**config.mk**
```make
export PLATFORM = sky130hd
export DESIGN_NAME = time_poll_master
export DESIGN_NICKNAME = d
export VERILOG_FILES = /design/src/rtl/time_poll_master.sv
export SDC_FILE = /design/constraint.sdc
export NUM_CORES = 1
export LEC_CHECK = 0
export BUFFER_PORTS_ARGS = -buffer_cell sky130_fd_sc_hd__buf_2
export CAP_MARGIN = 20
export CELL_PAD_IN_SITES_DETAIL_PLACEMENT = 0
export CELL_PAD_IN_SITES_GLOBAL_PLACEMENT = 1
export CORE_UTILIZATION = 43
export DETAILED_ROUTE_END_ITERATION = 10
export GPL_TIMING_DRIVEN = 0
export PLACE_DENSITY_LB_ADDON = 0.1
export REMOVE_ABC_BUFFERS = 1
export SYNTH_ARGS = -nofsm -noshare
export SYNTH_HDL_FRONTEND = slang
export SYNTH_SLANG_ARGS = --single-unit
```
**constraint.sdc**
```tcl
create_clock -name clk -period 5 [get_ports clk]
set_input_delay 0.5 -clock clk [delete_from_list [all_inputs] [get_ports clk]]
set_output_delay 0.5 -clock clk [all_outputs]
set_load 0.05 [all_outputs]
```
**src/rtl/time_poll_master.sv**
```systemverilog
// -----------------------------------------------------------------------------
// time_poll_master
//
// Avalon-MM master that keeps a local copy of a time-of-day register. It reads
// the register every POLL_DIV clock cycles while poll_enable is high. When
// set_req is high it writes a new time to the register.
//
// Register layout (address 0): hours [20:16], minutes [13:8], seconds [5:0].
//
// Parameters
//   ADDR_WIDTH    Avalon-MM address width
//   DATA_WIDTH    Avalon-MM data width (at least 21 bits)
//   POLL_DIV      clock cycles between poll reads (at least 4)
//   READ_LATENCY  fixed slave read latency after command acceptance (>= 1)
//
// Ports
//   clk, reset        sole clock, asynchronous active-high reset
//   avm_*             Avalon-MM master interface
//   poll_enable       allows the periodic reads
//   set_req           level request to write set_hours/minutes/seconds
//   set_ack           one-cycle pulse when the write has been accepted
//   hours/minutes/seconds, time_valid   last time read from the slave
//   busy              high while a bus transaction is in progress
//   range_err         sticky flag for an out-of-range sampled time
//
// Build option
//   TPM_RANGE_CHECK_EN  when defined, a sampled time with hours > 23,
//                       minutes > 59 or seconds > 59 is discarded and sets
//                       range_err. When it is undefined, every sampled word
//                       is taken and range_err is tied to 0.
// -----------------------------------------------------------------------------
module time_poll_master #(
   parameter int ADDR_WIDTH   = 4,
   parameter int DATA_WIDTH   = 32,
   parameter int POLL_DIV     = 50000000,
   parameter int READ_LATENCY = 1
) (
   input  logic                  clk,
   input  logic                  reset,
   output logic [ADDR_WIDTH-1:0] avm_address,
   output logic                  avm_read,
   output logic                  avm_write,
   output logic [DATA_WIDTH-1:0] avm_writedata,
   input  logic [DATA_WIDTH-1:0] avm_readdata,
   input  logic                  avm_waitrequest,
   input  logic                  poll_enable,
   input  logic                  set_req,
   input  logic [4:0]            set_hours,
   input  logic [5:0]            set_minutes,
   input  logic [5:0]            set_seconds,
   output logic                  set_ack,
   output logic [4:0]            hours,
   output logic [5:0]            minutes,
   output logic [5:0]            seconds,
   output logic                  time_valid,
   output logic                  busy,
   output logic                  range_err
);

   localparam int CNT_W = (POLL_DIV > 2) ? $clog2(POLL_DIV) : 1;
   localparam int LAT_W = (READ_LATENCY > 1) ? $clog2(READ_LATENCY) : 1;

   typedef enum logic [1:0] {
      IDLE    = 2'd0,
      RD_CMD  = 2'd1,
      RD_WAIT = 2'd2,
      WR_CMD  = 2'd3
   } state_t;

   state_t                r_state;
   logic [CNT_W-1:0]      r_div_cnt;
   logic                  r_poll_pending;
   logic [LAT_W-1:0]      r_lat_cnt;
   logic [ADDR_WIDTH-1:0] r_avm_address;
   logic                  r_avm_read;
   logic                  r_avm_write;
   logic [DATA_WIDTH-1:0] r_avm_writedata;
   logic                  r_set_ack;
   logic                  r_busy;
   logic [4:0]            r_hours_p0;
   logic [5:0]            r_minutes_p0;
   logic [5:0]            r_seconds_p0;
   logic                  r_vld_p0;
   logic [4:0]            r_hours;
   logic [5:0]            r_minutes;
   logic [5:0]            r_seconds;
   logic                  r_time_valid;

   logic                  w_tick;
   logic                  w_rd_accept;
   logic                  w_sample_ok;
   logic                  w_unused_rd;

   // Packs a time into the register layout, zero-filling the gaps.
   function automatic logic [DATA_WIDTH-1:0] pack_time(input logic [4:0] h,
                                                       input logic [5:0] m,
                                                       input logic [5:0] s);
      logic [31:0] w;
      w = {11'h0, h, 2'h0, m, 2'h0, s};
      return DATA_WIDTH'(w);
   endfunction

`ifdef TPM_RANGE_CHECK_EN
   function automatic logic time_in_range(input logic [4:0] h,
                                          input logic [5:0] m,
                                          input logic [5:0] s);
      return (h <= 5'd23) && (m <= 6'd59) && (s <= 6'd59);
   endfunction
`endif

   assign w_tick      = (r_div_cnt == '0) && poll_enable;
   assign w_rd_accept = (r_state == RD_CMD) && !avm_waitrequest;
   // Only the time fields of the read word are used.
   assign w_unused_rd = ^avm_readdata;

`ifdef TPM_RANGE_CHECK_EN
   assign w_sample_ok = time_in_range(r_hours_p0, r_minutes_p0, r_seconds_p0);
`else
   assign w_sample_ok = 1'b1;
`endif

   // Poll timebase. Ticks collapse into a single pending flag. A tick that
   // lands on the read-accept edge keeps the flag set, so that tick is not lost.
   always_ff @(posedge clk or posedge reset) begin
      if (reset) begin
         r_div_cnt      <= CNT_W'(POLL_DIV - 1);
         r_poll_pending <= 1'b0;
      end else begin
         if (r_div_cnt == '0) begin
            r_div_cnt <= CNT_W'(POLL_DIV - 1);
         end else begin
            r_div_cnt <= r_div_cnt - 1'b1;
         end
         if (w_tick) begin
            r_poll_pending <= 1'b1;
         end else if (w_rd_accept) begin
            r_poll_pending <= 1'b0;
         end
      end
   end

   // Bus FSM. A write has priority over a poll. A poll starts only while
   // poll_enable is high, so the time outputs stay frozen when polling is off.
   always_ff @(posedge clk or posedge reset) begin
      if (reset) begin
         r_state         <= IDLE;
         r_avm_address   <= '0;
         r_avm_read      <= 1'b0;
         r_avm_write     <= 1'b0;
         r_avm_writedata <= '0;
         r_set_ack       <= 1'b0;
         r_busy          <= 1'b0;
         r_lat_cnt       <= '0;
         r_hours_p0      <= '0;
         r_minutes_p0    <= '0;
         r_seconds_p0    <= '0;
         r_vld_p0        <= 1'b0;
      end else begin
         r_set_ack <= 1'b0;
         r_vld_p0  <= 1'b0;
         case (r_state)
            IDLE: begin
               if (set_req) begin
                  r_avm_address   <= '0;
                  r_avm_write     <= 1'b1;
                  r_avm_writedata <= pack_time(set_hours, set_minutes, set_seconds);
                  r_busy          <= 1'b1;
                  r_state         <= WR_CMD;
               end else if (r_poll_pending && poll_enable) begin
                  r_avm_address <= '0;
                  r_avm_read    <= 1'b1;
                  r_busy        <= 1'b1;
                  r_state       <= RD_CMD;
               end
            end
            WR_CMD: begin
               if (!avm_waitrequest) begin
                  r_avm_write <= 1'b0;
                  r_set_ack   <= 1'b1;
                  r_busy      <= 1'b0;
                  r_state     <= IDLE;
               end
            end
            RD_CMD: begin
               if (!avm_waitrequest) begin
                  r_avm_read <= 1'b0;
                  r_lat_cnt  <= LAT_W'(READ_LATENCY - 1);
                  r_state    <= RD_WAIT;
               end
            end
            RD_WAIT: begin
               // Data is valid READ_LATENCY edges after the accept edge.
               if (r_lat_cnt == '0) begin
                  r_hours_p0   <= avm_readdata[20:16];
                  r_minutes_p0 <= avm_readdata[13:8];
                  r_seconds_p0 <= avm_readdata[5:0];
                  r_vld_p0     <= 1'b1;
                  r_busy       <= 1'b0;
                  r_state      <= IDLE;
               end else begin
                  r_lat_cnt <= r_lat_cnt - 1'b1;
               end
            end
            default: begin
               r_state <= IDLE;
            end
         endcase
      end
   end

   // ---- stage p0 -> output: decoded sample updates the visible time ----
   always_ff @(posedge clk or posedge reset) begin
      if (reset) begin
         r_hours      <= '0;
         r_minutes    <= '0;
         r_seconds    <= '0;
         r_time_valid <= 1'b0;
      end else if (r_vld_p0 && w_sample_ok) begin
         r_hours      <= r_hours_p0;
         r_minutes    <= r_minutes_p0;
         r_seconds    <= r_seconds_p0;
         r_time_valid <= 1'b1;
      end
   end

`ifdef TPM_RANGE_CHECK_EN
   logic r_range_err;

   always_ff @(posedge clk or posedge reset) begin
      if (reset) begin
         r_range_err <= 1'b0;
      end else if (r_vld_p0 && !w_sample_ok) begin
         r_range_err <= 1'b1;
      end
   end

   assign range_err = r_range_err;
`else
   assign range_err = 1'b0;
`endif

   assign avm_address   = r_avm_address;
   assign avm_read      = r_avm_read;
   assign avm_write     = r_avm_write;
   assign avm_writedata = r_avm_writedata;
   assign set_ack       = r_set_ack;
   assign busy          = r_busy;
   assign hours         = r_hours;
   assign minutes       = r_minutes;
   assign seconds       = r_seconds;
   assign time_valid    = r_time_valid;

endmodule
```
==> summary.md, run 1 <==
| Metric | Value |
|---|---|
| Grt total ovfl | 0 |
| Post-synth EDFFs | 0 |
| Seq/Total Area, Yosys | 0.584 |
| Max VDD drop | 0.393 mV |
| Max Slew Vio Count | 0 |
| Chip height | 95.1 um |
| Worst Clk Skew | 0.0120 ns |
| Power Density | 630 nW/um^2 |
| Root Buffer | clkbuf_8 |
| Largest net degree at the start of global routing | 58 |
| Fin crit period | 2.67 ns |
| Leakage | 0.00202 uW |
| Final setup fails | 0 |
| First-pass GRT wire length | 11,100 um |
| CP Data Required Time | 5.29 ns |
| Slew of the pin with the lowest slew margin | 0.823 ns |
| Wire length per cell | 13.7 um |
| Total wire length | 6540 um |
| Worst skew pair latency | 0.36 ns |
| Via count | 2,349 |
| CTS tree | built |
| Die W | 95.1 um |
| H-Tree Depth | 3 |
| I/O Buffers | 77 |
| Gr usage total | 0.163 |
| Worst min path class | input pin to asynchronous set/reset pin |
| Max clock buf depth | 2 |
| Vias per cell | 4.93 |
| Worst hold margin | 0.134 ns |
| Synthesis-stage register bit count | 86 |
| Max FO, Critical Path | 12 |
| Cell Chain, Critical Path | inv_1 -> ha_1 -> or4b_1 -> nor4_4 -> and2_1 -> a22o_1 |
| Synth-to-Final Area Change | 17.4% |
| # diodes | 0 |
| Max stage delay on crit path | 0.74 ns |
| WP data arrival | 2.96 ns |
| TritonCTS buffer count | 9 |
| Synthesized area per cell | 12.9 sq um |
| CTS Sinks | 86 |
| Layout cells sized above 1 | 0.474 |
| Status | finished, final reports clean |
| Crit share post-route | 0.533 |
| Relative max-transition margin | 0.451 |
| Initial Util | 0.449 |
| Primary FF master, synth | dfrtp_1 |
| Setup crit end kind | flip-flop |
| Number of global-route vias before repair | 2,389 |
| DRC Markers | 0 |
| Clock-pin slew on the worst setup and hold paths | 0.09 ns |
| Die Area | 9040 sq um |
| Core footprint | 8300 sq um |
| Critical setup path kind | flip-flop to flip-flop |
| Distinct cells, synth | 48 |
| Antenna violations before repair | 0 |
| Layout Nets | 421 |
| Ports | 113 |
| Crit path launch type | flip-flop |
| TNS Setup | 0 ns |
| # rows | 33 |
| Post-CTS Hold Fix Bufs | 0 |
| Achievable Freq | 0.375 GHz |
| ANT nets after route | 0 |
| Unrepaired setup endpoints after global routing | no |
| Drt first pass iters | 4 |
| Post-DP HPWL | 4470 um |
| Drt first-iter violations | 67 |
| Synthesized cell area | 3730 sq um |
| YS warnings | 0 |
| Async set-or-reset flop fraction in the synthesized netlist | 1.00 |
| Post-CTS setup buffer count | 0 |
| CTS resizes | 0 |
| Final Hold Vio Count | 0 |
| Slowest cell on crit path | nor4_4 |
| GPL Wtd Cong | 0.691 |
| Cells after Synth | 288 |
| MaxCap Viol Count | 0 |
through the flow:
| stage | cell area [sq um] | util | setup WS, ns | cells | power, uW |
|---|---|---|---|---|---|
| detailed placement | 4170 | 0.503 | 2.34 | 460 | 2290 |
| finish | 4380 | 0.527 | 2.33 | 476 | 2760 |
| global placement | 4110 | 0.495 | 1.19 | 457 | 2250 |
| CTS | 4380 | 0.527 | 2.31 | 476 | 2800 |
| global route | 4380 | 0.527 | 2.16 | 476 | 2910 |
| floorplan | 3590 | - | 2.31 | 275 | 2000 |
final timing paths:
check	startpoint	endpoint	slack, ns	depth (start not counted)
worst min register to register	r_div_cnt[0]	r_div_cnt[0]	0.47	1
worst max register to register	r_div_cnt[0]	r_poll_pending	2.33	6
min in group clk	avm_readdata[1]	r_seconds_p0[1]	0.37	2
worst min-delay path	reset	r_div_cnt[11]	0.13	2
worst max-delay path	r_div_cnt[0]	r_poll_pending	2.33	6
max in group asynchronous	reset	r_div_cnt[22]	4.20	3
report_power, final:
part | switching (uW) | total (uW) | internal (uW) | leakage [uW]
clock network | 260 | 496 | 236 | 0.0000929
logic | 787 | 1180 | 393 | 0.000920
registers | 146 | 1080 | 936 | 0.00101
cell usage after synthesis, types with 2 or more instances:
library cell	n	area [sq um]
buf_1	3	11.3
o21ai_0	5	25.0
nor2b_1	4	25.0
inv_1	5	18.8
mux2i_1	2	20.0
dfrtp_1	68	1700
buf_4	20	150
buf_2	2	10.0
nor4_1	5	31.3
or4_1	4	30.0
a31oi_1	3	18.8
and4_1	2	17.5
xor2_1	2	17.5
nor2_1	22	82.6
xnor2_1	12	105
and2_1	3	18.8
nand2_1	11	41.3
or2_2	2	12.5
a211oi_1	3	22.5
nand3_1	4	20.0
a21oi_1	4	20.0
clkbuf_1	6	22.5
or3_1	2	12.5
dfstp_2	18	473
nor3_1	2	10.0
mux2_2	52	586
worst max-delay path: cells and delay by family (launching register included):
kind | cells | cell delay [ns]
buf+inv | 1 | 0.05
compound gates | 1 | 0.19
fa+ha+maj | 1 | 0.19
flops | 1 | 0.39
simple gates | 3 | 1.79
layer usage:
metal	track usage	share of wire	vias to the layer above
met1	0.205	0.45	1164
met4	0.0505	0.010	0
met5	0	0	-
met3	0.0702	0.065	6
li1	-	-	1117
met2	0.255	0.48	62
sequential cells by signal, indices dropped and copies added (netlist names):
name / count
r_seconds_p0: 6
avm_read: 1
avm_write: 1
r_minutes_p0: 6
hours: 5
r_state: 2
r_hours_p0: 5
r_poll_pending: 1
avm_writedata: 17
r_vld_p0: 1
time_valid: 1
seconds: 6
r_div_cnt: 26
minutes: 6
set_ack: 1
busy: 1
cells by family (layout without fill, tap and decap cells):
group,count (synthesis),count (layout),share of synthesized area
and+or+nand+nor,73,73,0.117
DFF,86,86,0.584
other,1,20,0.00101
xor gates and xnor gates,14,14,0.0329
adders and majority gates,1,1,0.00336
muxes,55,55,0.167
AOI/OAI and AO/OA,21,21,0.0359
buffers and inverters,37,101,0.0601
layout by cell type, fill, tap and decap left out, types with 2 or more instances in the layout:
master      netlist  routed
clkbuf_8          0       9
a31oi_1           3       3
dfrtp_1          68      68
nor3_1            2       2
clkinvlp_4        0       3
xor2_1            2       2
and4_1            2       2
or2_2             2       2
or4_1             4       4
dfstp_2          18      18
buf_2             2      77
o21ai_0           5       5
mux2i_1           2       2
nand2_1          11      11
nor2b_1           4       3
nor4_1            5       5
nand3_1           4       4
a211oi_1          3       3
conb_1            1      20
nor2_1           22      22
inv_1             5       4
mux2_2           52      52
inv_6             0       3
xnor2_1          12      12
a21oi_1           4       4
and2_1            3       3
or3_1             2       2
cell type report:
class / instances / area, sq um
Sequential cell: 86 / 2170
Inverter: 5 / 21.3
Fill cell: 736 / 3920
Clock buffer: 9 / 124
Multi-Input combinational cell: 184 / 1410
Clock inverter: 7 / 78.8
Tap cell: 105 / 131
Timing Repair Buffer: 80 / 439
No activity file was read; power rests on OpenSTA's default activity.
==> run 2: changes to the inputs <==
- ABC_AREA: default -> 1
- CORE_UTILIZATION: 43 -> 37
- clock period: 5 -> 2.5 ns (I/O delays scaled with it)
==> run 2 against run 1 <==
Via count is 25% higher. Routed wire length is 21% higher. Cell count is 43% higher. Non-clock buffer count stayed put. Total power is 90% higher. Synthesized cell count is 60% higher. First-iteration DRC count is 60% higher. Fmax is 48% higher. Sequential cell count stayed put.
==> summary.md, run 2 <==
| Metric | Value |
|---|---|
| Synth top area share | 0.441 |
| Root Buffer | clkbuf_8 |
| Post-CTS Hold Fix Bufs | 1 |
| Layout cells sized above 1 | 0.238 |
| Top delay family on crit path | flip-flops |
| Leakage | 0.00249 uW |
| Max clock buf depth | 2 |
| Max VDD drop | 0.534 mV |
| YS warnings | 0 |
| WP data arrival | 2.05 ns |
| Hold Crit Start | avm_readdata[12] |
| Met3 Use GR | 0.0595 |
| Post-synth top cells | nand2_1 (208), dfrtp_1 (68), nor2_1 (46) |
| Worst slack, placed | 0.669 ns |
| I/O Buffers | 77 |
| Worst hold margin | 0.0723 ns |
| CTS tree | built |
| Worst min path class | input pin to flip-flop |
| Hold EP | r_minutes_p0[4] |
| Primary FF master, synth | dfrtp_1 |
| Die W | 104 um |
| Initial Util | 0.388 |
| Distinct cells, synth | 29 |
| Most frequent cells in the layout | nand2_1 (208), buf_2 (77), dfrtp_1 (68), nor2_1 (46), inv_1 (22) |
| Max reg flops | 26 |
| Most common cell on crit path | nand2_1 |
| Ports | 113 |
| Post-DP HPWL | 5480 um |
| Crit path depth | 3 |
| Global Route met2 Usage | 0.253 |
| Via count | 2,937 |
| Final instance area | 4530 sq um |
| Setup ws final | 0.697 ns |
| Antenna violations before repair | 0 |
| Seq/Total Area, Yosys | 0.564 |
| Largest cells by area after synthesis | dfrtp_1 (44%), nand2_1 (20%), dfstp_2 (12%) |
| # diodes | 0 |
| Cell Chain, Critical Path | clkinv_1 -> nand2_1 -> nand2_1 |
| MaxCap Viol Count | 0 |
| TritonCTS buffer count | 9 |
| Grt total ovfl | 0 |
| R2R setup slack | 0.70 ns |
| Async set-or-reset flop fraction in the synthesized netlist | 1.00 |
| Die Area | 10,800 sq um |
| CP Data Required Time | 2.75 ns |
| Crit path launch type | flip-flop |
| Clock-pin slew on the worst setup and hold paths | 0.10 ns |
| Bufs and invs on worst path | 1 |
| Critical setup path kind | flip-flop to flip-flop |
| DRC Markers | 0 |
| Core footprint | 9950 sq um |
| Synthesized cell area | 3860 sq um |
| Crit share post-route | 0.721 |
| Max FO, Critical Path | 19 |
| Drt first pass iters | 4 |
| ANT nets after route | 0 |
| CTS resizes | 0 |
| Achievable Freq | 0.555 GHz |
| Number of global-route vias before repair | 2,873 |
| Power Density | 1160 nW/um^2 |
| Largest net degree at the start of global routing | 56 |
| CTS Sinks | 86 |
| Post-synth EDFFs | 0 |
| Most common cell in the netlist | nand2_1 |
| Drt first-iter violations | 107 |
| Cells after Synth | 461 |
| Unrepaired setup endpoints after global routing | no |
| H-Tree Depth | 3 |
| Top reg by flops | r_div_cnt |
| Post-CTS setup buffer count | 0 |
| Launch point of the worst reg-to-reg path | r_vld_p0 |
| Layout Nets | 596 |
| Wire length per cell | 11.7 um |
| GRT Max-Usage Layer | met2 |
| Worst skew pair latency | 0.36 ns |
| Worst Clk Skew | 0.00875 ns |
| Max Slew Vio Count | 0 |
| Most common cell after layout, fill and taps aside | nand2_1 |
| Synthesis-stage register bit count | 86 |
| Final Hold Vio Count | 0 |
| Gr usage total | 0.157 |
| GPL Wtd Cong | 0.753 |
| GR Util met1 | 0.199 |
| Total wire length | 7930 um |
| Setup crit end kind | flip-flop |
| Chip height | 104 um |
| Synthesized area per cell | 8.37 sq um |
| Placed Area | 4320 sq um |
| Fin crit period | 1.80 ns |
| Reg2reg end | seconds[3] |
| Slowest cell on crit path | dfrtp_1 |
| Max stage delay on crit path | 0.79 ns |
| Synth-to-Final Area Change | 17.5% |
| Slew of the pin with the lowest slew margin | 0.674 ns |
| Vias per cell | 4.33 |
| First-pass GRT wire length | 13,600 um |
| Status | finished, final reports clean |
| Relative max-transition margin | 0.551 |
| Worst Hold Depth | 3 |
| FF-to-FF path depth | 3 |
| Final setup fails | 0 |
| Synth area leader | dfrtp_1 |
| # rows | 36 |
run 2: layer usage:
layer	routed length, um	up-vias	share of wire
li1	-	1517	-
met1	3640	1350	0.46
met2	3750	60	0.47
met3	444	10	0.056
met4	94	0	0.012
met5	0	-	0
run 2: logic make-up after synthesis:
| logic type | Yosys count | synth area share |
|---|---|---|
| buffers and inverters | 57 | 0.0791 |
| xor gates and xnor gates | 12 | 0.0272 |
| DFF | 86 | 0.564 |
| AOI/OAI and AO/OA | 11 | 0.0143 |
| other | 1 | 0.000972 |
| and+or+nand+nor | 293 | 0.311 |
| adders and majority gates | 1 | 0.00324 |
run 2: stage by stage:
stage	cells	total power, uW	setup TNS (ns)	util
after CTS	679	5330	0	0.455
after global routing	679	5620	0	0.455
after floorplan	450	3760	0	-
after detailed placement	662	4340	0	0.434
final	679	5250	0	0.455
after global placement	660	4290	-91.04	0.430
run 2: how the worst max path moves through the flow:
stage	slack, ns	start	to
2_1_floorplan	0.06	reset	avm_read
3_3_place_gp	-1.13	reset	r_div_cnt[24]
3_5_place_dp	0.67	r_vld_p0	minutes[5]
4_1_cts	0.65	r_vld_p0	minutes[5]
5_1_grt	0.44	r_state[0]	r_minutes_p0[4]
6_report	0.70	r_vld_p0	seconds[3]
run 2: worst reg2reg max path: stages (launching register included):
cell and delay (ns):
dfrtp_1 0.79, clkinv_1 0.66, nand2_1 0.18, nand2_1 0.07
run 2: layout make-up:
| type | instances | area [sq um] |
|---|---|---|
| timing repair buffer | 80 | 434 |
| clock buffer | 9 | 124 |
| clock inverter | 7 | 75.1 |
| inverter | 27 | 104 |
| tap | 133 | 166 |
| fill | 1058 | 5420 |
| sequential | 86 | 2170 |
| multi-input combinational | 337 | 1450 |
run 2: report_power, final:
part | internal (uW) | switching [uW]
Combinational | 486 | 1680
Clock | 396 | 581
Sequential | 1830 | 277
==> run 3: changes to the inputs <==
- CORE_UTILIZATION: 37 -> 34
- clock period: 2.5 -> 1.5 ns (I/O delays scaled with it)
==> run 3 against run 2 <==
Register-to-register slack got worse by 0.62 ns. Critical endpoint is now r_poll_pending. Global-route usage rose by 0.47 points. Critical path type unchanged. Sequential power rose by 67%. Worst hold slack got worse by 0.060 ns. Total power rose by 84%. Largest cell class unchanged.
==> summary.md, run 3 (synthesis gave the netlist of run 2 again) <==
| Metric | Value |
|---|---|
| Max reg flops | 26 |
| Max VDD drop | 0.978 mV |
| Max Slew Vio Count | 0 |
| Clock-pin slew on the worst setup and hold paths | 0.06 ns |
| GPL Wtd Cong | 0.731 |
| Drt first-iter violations | 96 |
| H-Tree Depth | 3 |
| Fin cells | 713 |
| Total wire length | 8430 um |
| Top reg by flops | r_div_cnt |
| I/O Buffers | 77 |
| Status | finished, final reports clean |
| Slowest cell on crit path | dfrtp_1 |
| Worst min path class | input pin to flip-flop |
| Final setup fails | 0 |
| # rows | 38 |
| Ports | 113 |
| Layout Nets | 623 |
| Hold Crit Start | set_seconds[2] |
| Worst Clk Skew | 0.00591 ns |
| Setup crit end kind | flip-flop |
| R2R setup slack | 0.08 ns |
| Die Area | 11,800 sq um |
| ANT nets after route | 0 |
| Setup crit start | r_div_cnt[8] |
| Gr usage total | 0.162 |
| WP data arrival | 1.68 ns |
| Most common cell after layout, fill and taps aside | nand2_1 |
| TritonCTS buffer count | 9 |
| Number of global-route vias before repair | 3,105 |
| Max clock buf depth | 2 |
| Initial Util | 0.353 |
| Wire length per cell | 11.8 um |
| Max FO, Critical Path | 7 |
| Post-Place Cells | 669 |
| Antenna violations before repair | 0 |
| Core footprint | 10,900 sq um |
| Worst slack, placed | -0.478 ns |
| Worst skew pair latency | 0.34 ns |
| Critical setup path kind | flip-flop to flip-flop |
| Via count | 3,094 |
| Post-DP HPWL | 5610 um |
| Unrepaired setup endpoints after global routing | yes |
| Chip height | 109 um |
| Max stage delay on crit path | 0.43 ns |
| Launch point of the worst reg-to-reg path | r_div_cnt[8] |
| First-pass GRT wire length | 14,500 um |
| Fin crit period | 1.42 ns |
| Crit path launch type | flip-flop |
| CTS tree | built |
| TNS Setup | 0 ns |
| CTS Sinks | 86 |
| Setup ws final | 0.0806 ns |
| DRC Markers | 0 |
| Root Buffer | clkbuf_16 |
| Cell Chain, Critical Path | nor2_4 -> nand2_1 -> nor2_4 -> nand2_4 -> nor2_8 -> buf_12 -> nand2_1 -> o21ai_0 |
| Drt first pass iters | 4 |
| Synth-to-Final Area Change | 29.8% |
| CP Data Required Time | 1.76 ns |
| Grt total ovfl | 0 |
| Vias per cell | 4.34 |
| MaxCap Viol Count | 0 |
| Most frequent cells in the layout | nand2_1 (206), buf_2 (77), dfrtp_1 (67), nor2_1 (42), dlygate4sd3_1 (22) |
| Die W | 109 um |
| Power Density | 1930 nW/um^2 |
| Largest net degree at the start of global routing | 67 |
| Crit share post-route | 0.946 |
| Achievable Freq | 0.705 GHz |
| Layout cells sized above 1 | 0.257 |
| # diodes | 0 |
| Final Hold Vio Count | 0 |
| Leakage | 0.00271 uW |
[run 3: final timing paths]
path,endpoint,cells after the start
min in group asynchronous,avm_writedata[0],3
max,r_poll_pending,8
max reg2reg,r_poll_pending,8
min,avm_writedata[2],3
min reg2reg,r_div_cnt[0],1
max in group asynchronous,r_div_cnt[3],4
[run 3: critical path, delay by kind of cell, from the launching register on]
family	cells	cell delay (ns)
AOI/OAI and AO/OA	1	0.06
buffers and inverters	1	0.13
DFF	1	0.43
and+or+nand+nor	6	0.73
[run 3: final cells by class]
class | count | area (sq um)
Multi-Input combinational cell | 337 | 1520
Timing Repair Buffer | 107 | 702
Sequential cell | 86 | 2180
Clock inverter | 7 | 97.6
Inverter | 27 | 115
Fill cell | 1095 | 5930
Clock buffer | 9 | 225
Tap cell | 140 | 175
[run 3: layer usage]
metal	GRT usage	up-vias	routed length, um
met5	0	-	0
met4	0.0695	0	139
met3	0.0434	8	421
met2	0.262	62	3970
met1	0.202	1437	3900
li1	-	1587	-
[run 3: repair_timing]
| item | in CTS | in global routing |
|---|---|---|
| hold endpoints to repair | 41 | 0 |
| hold buffers | 22 | 0 |
| pin swaps | 4 | 4 |
| gates resized for setup | 9 | 13 |
| endpoints found under the setup margin | 74 | 54 |
| setup buffers | 5 | 1 |
[run 3: stage by stage]
stage	util	total power [uW]	hold WS, ns	cell area, sq um
global placement	0.392	7160	0.343	4290
CTS	0.453	9780	0.000444	4950
floorplan	-	6260	0.216	3720
finish	0.458	9660	0.0119	5010
global route	0.458	10300	0.00527	5010
detailed placement	0.396	7240	0.135	4330
[run 3: where the power goes]
group / total, uW / switching, uW / leakage (uW) / internal, uW
logic: 3710 / 2850 / 0.00151 / 865
registers: 3530 / 472 / 0.00104 / 3060
clock network: 2410 / 949 / 0.000152 / 1460
total: 9660 / 4270 / 0.00271 / 5390
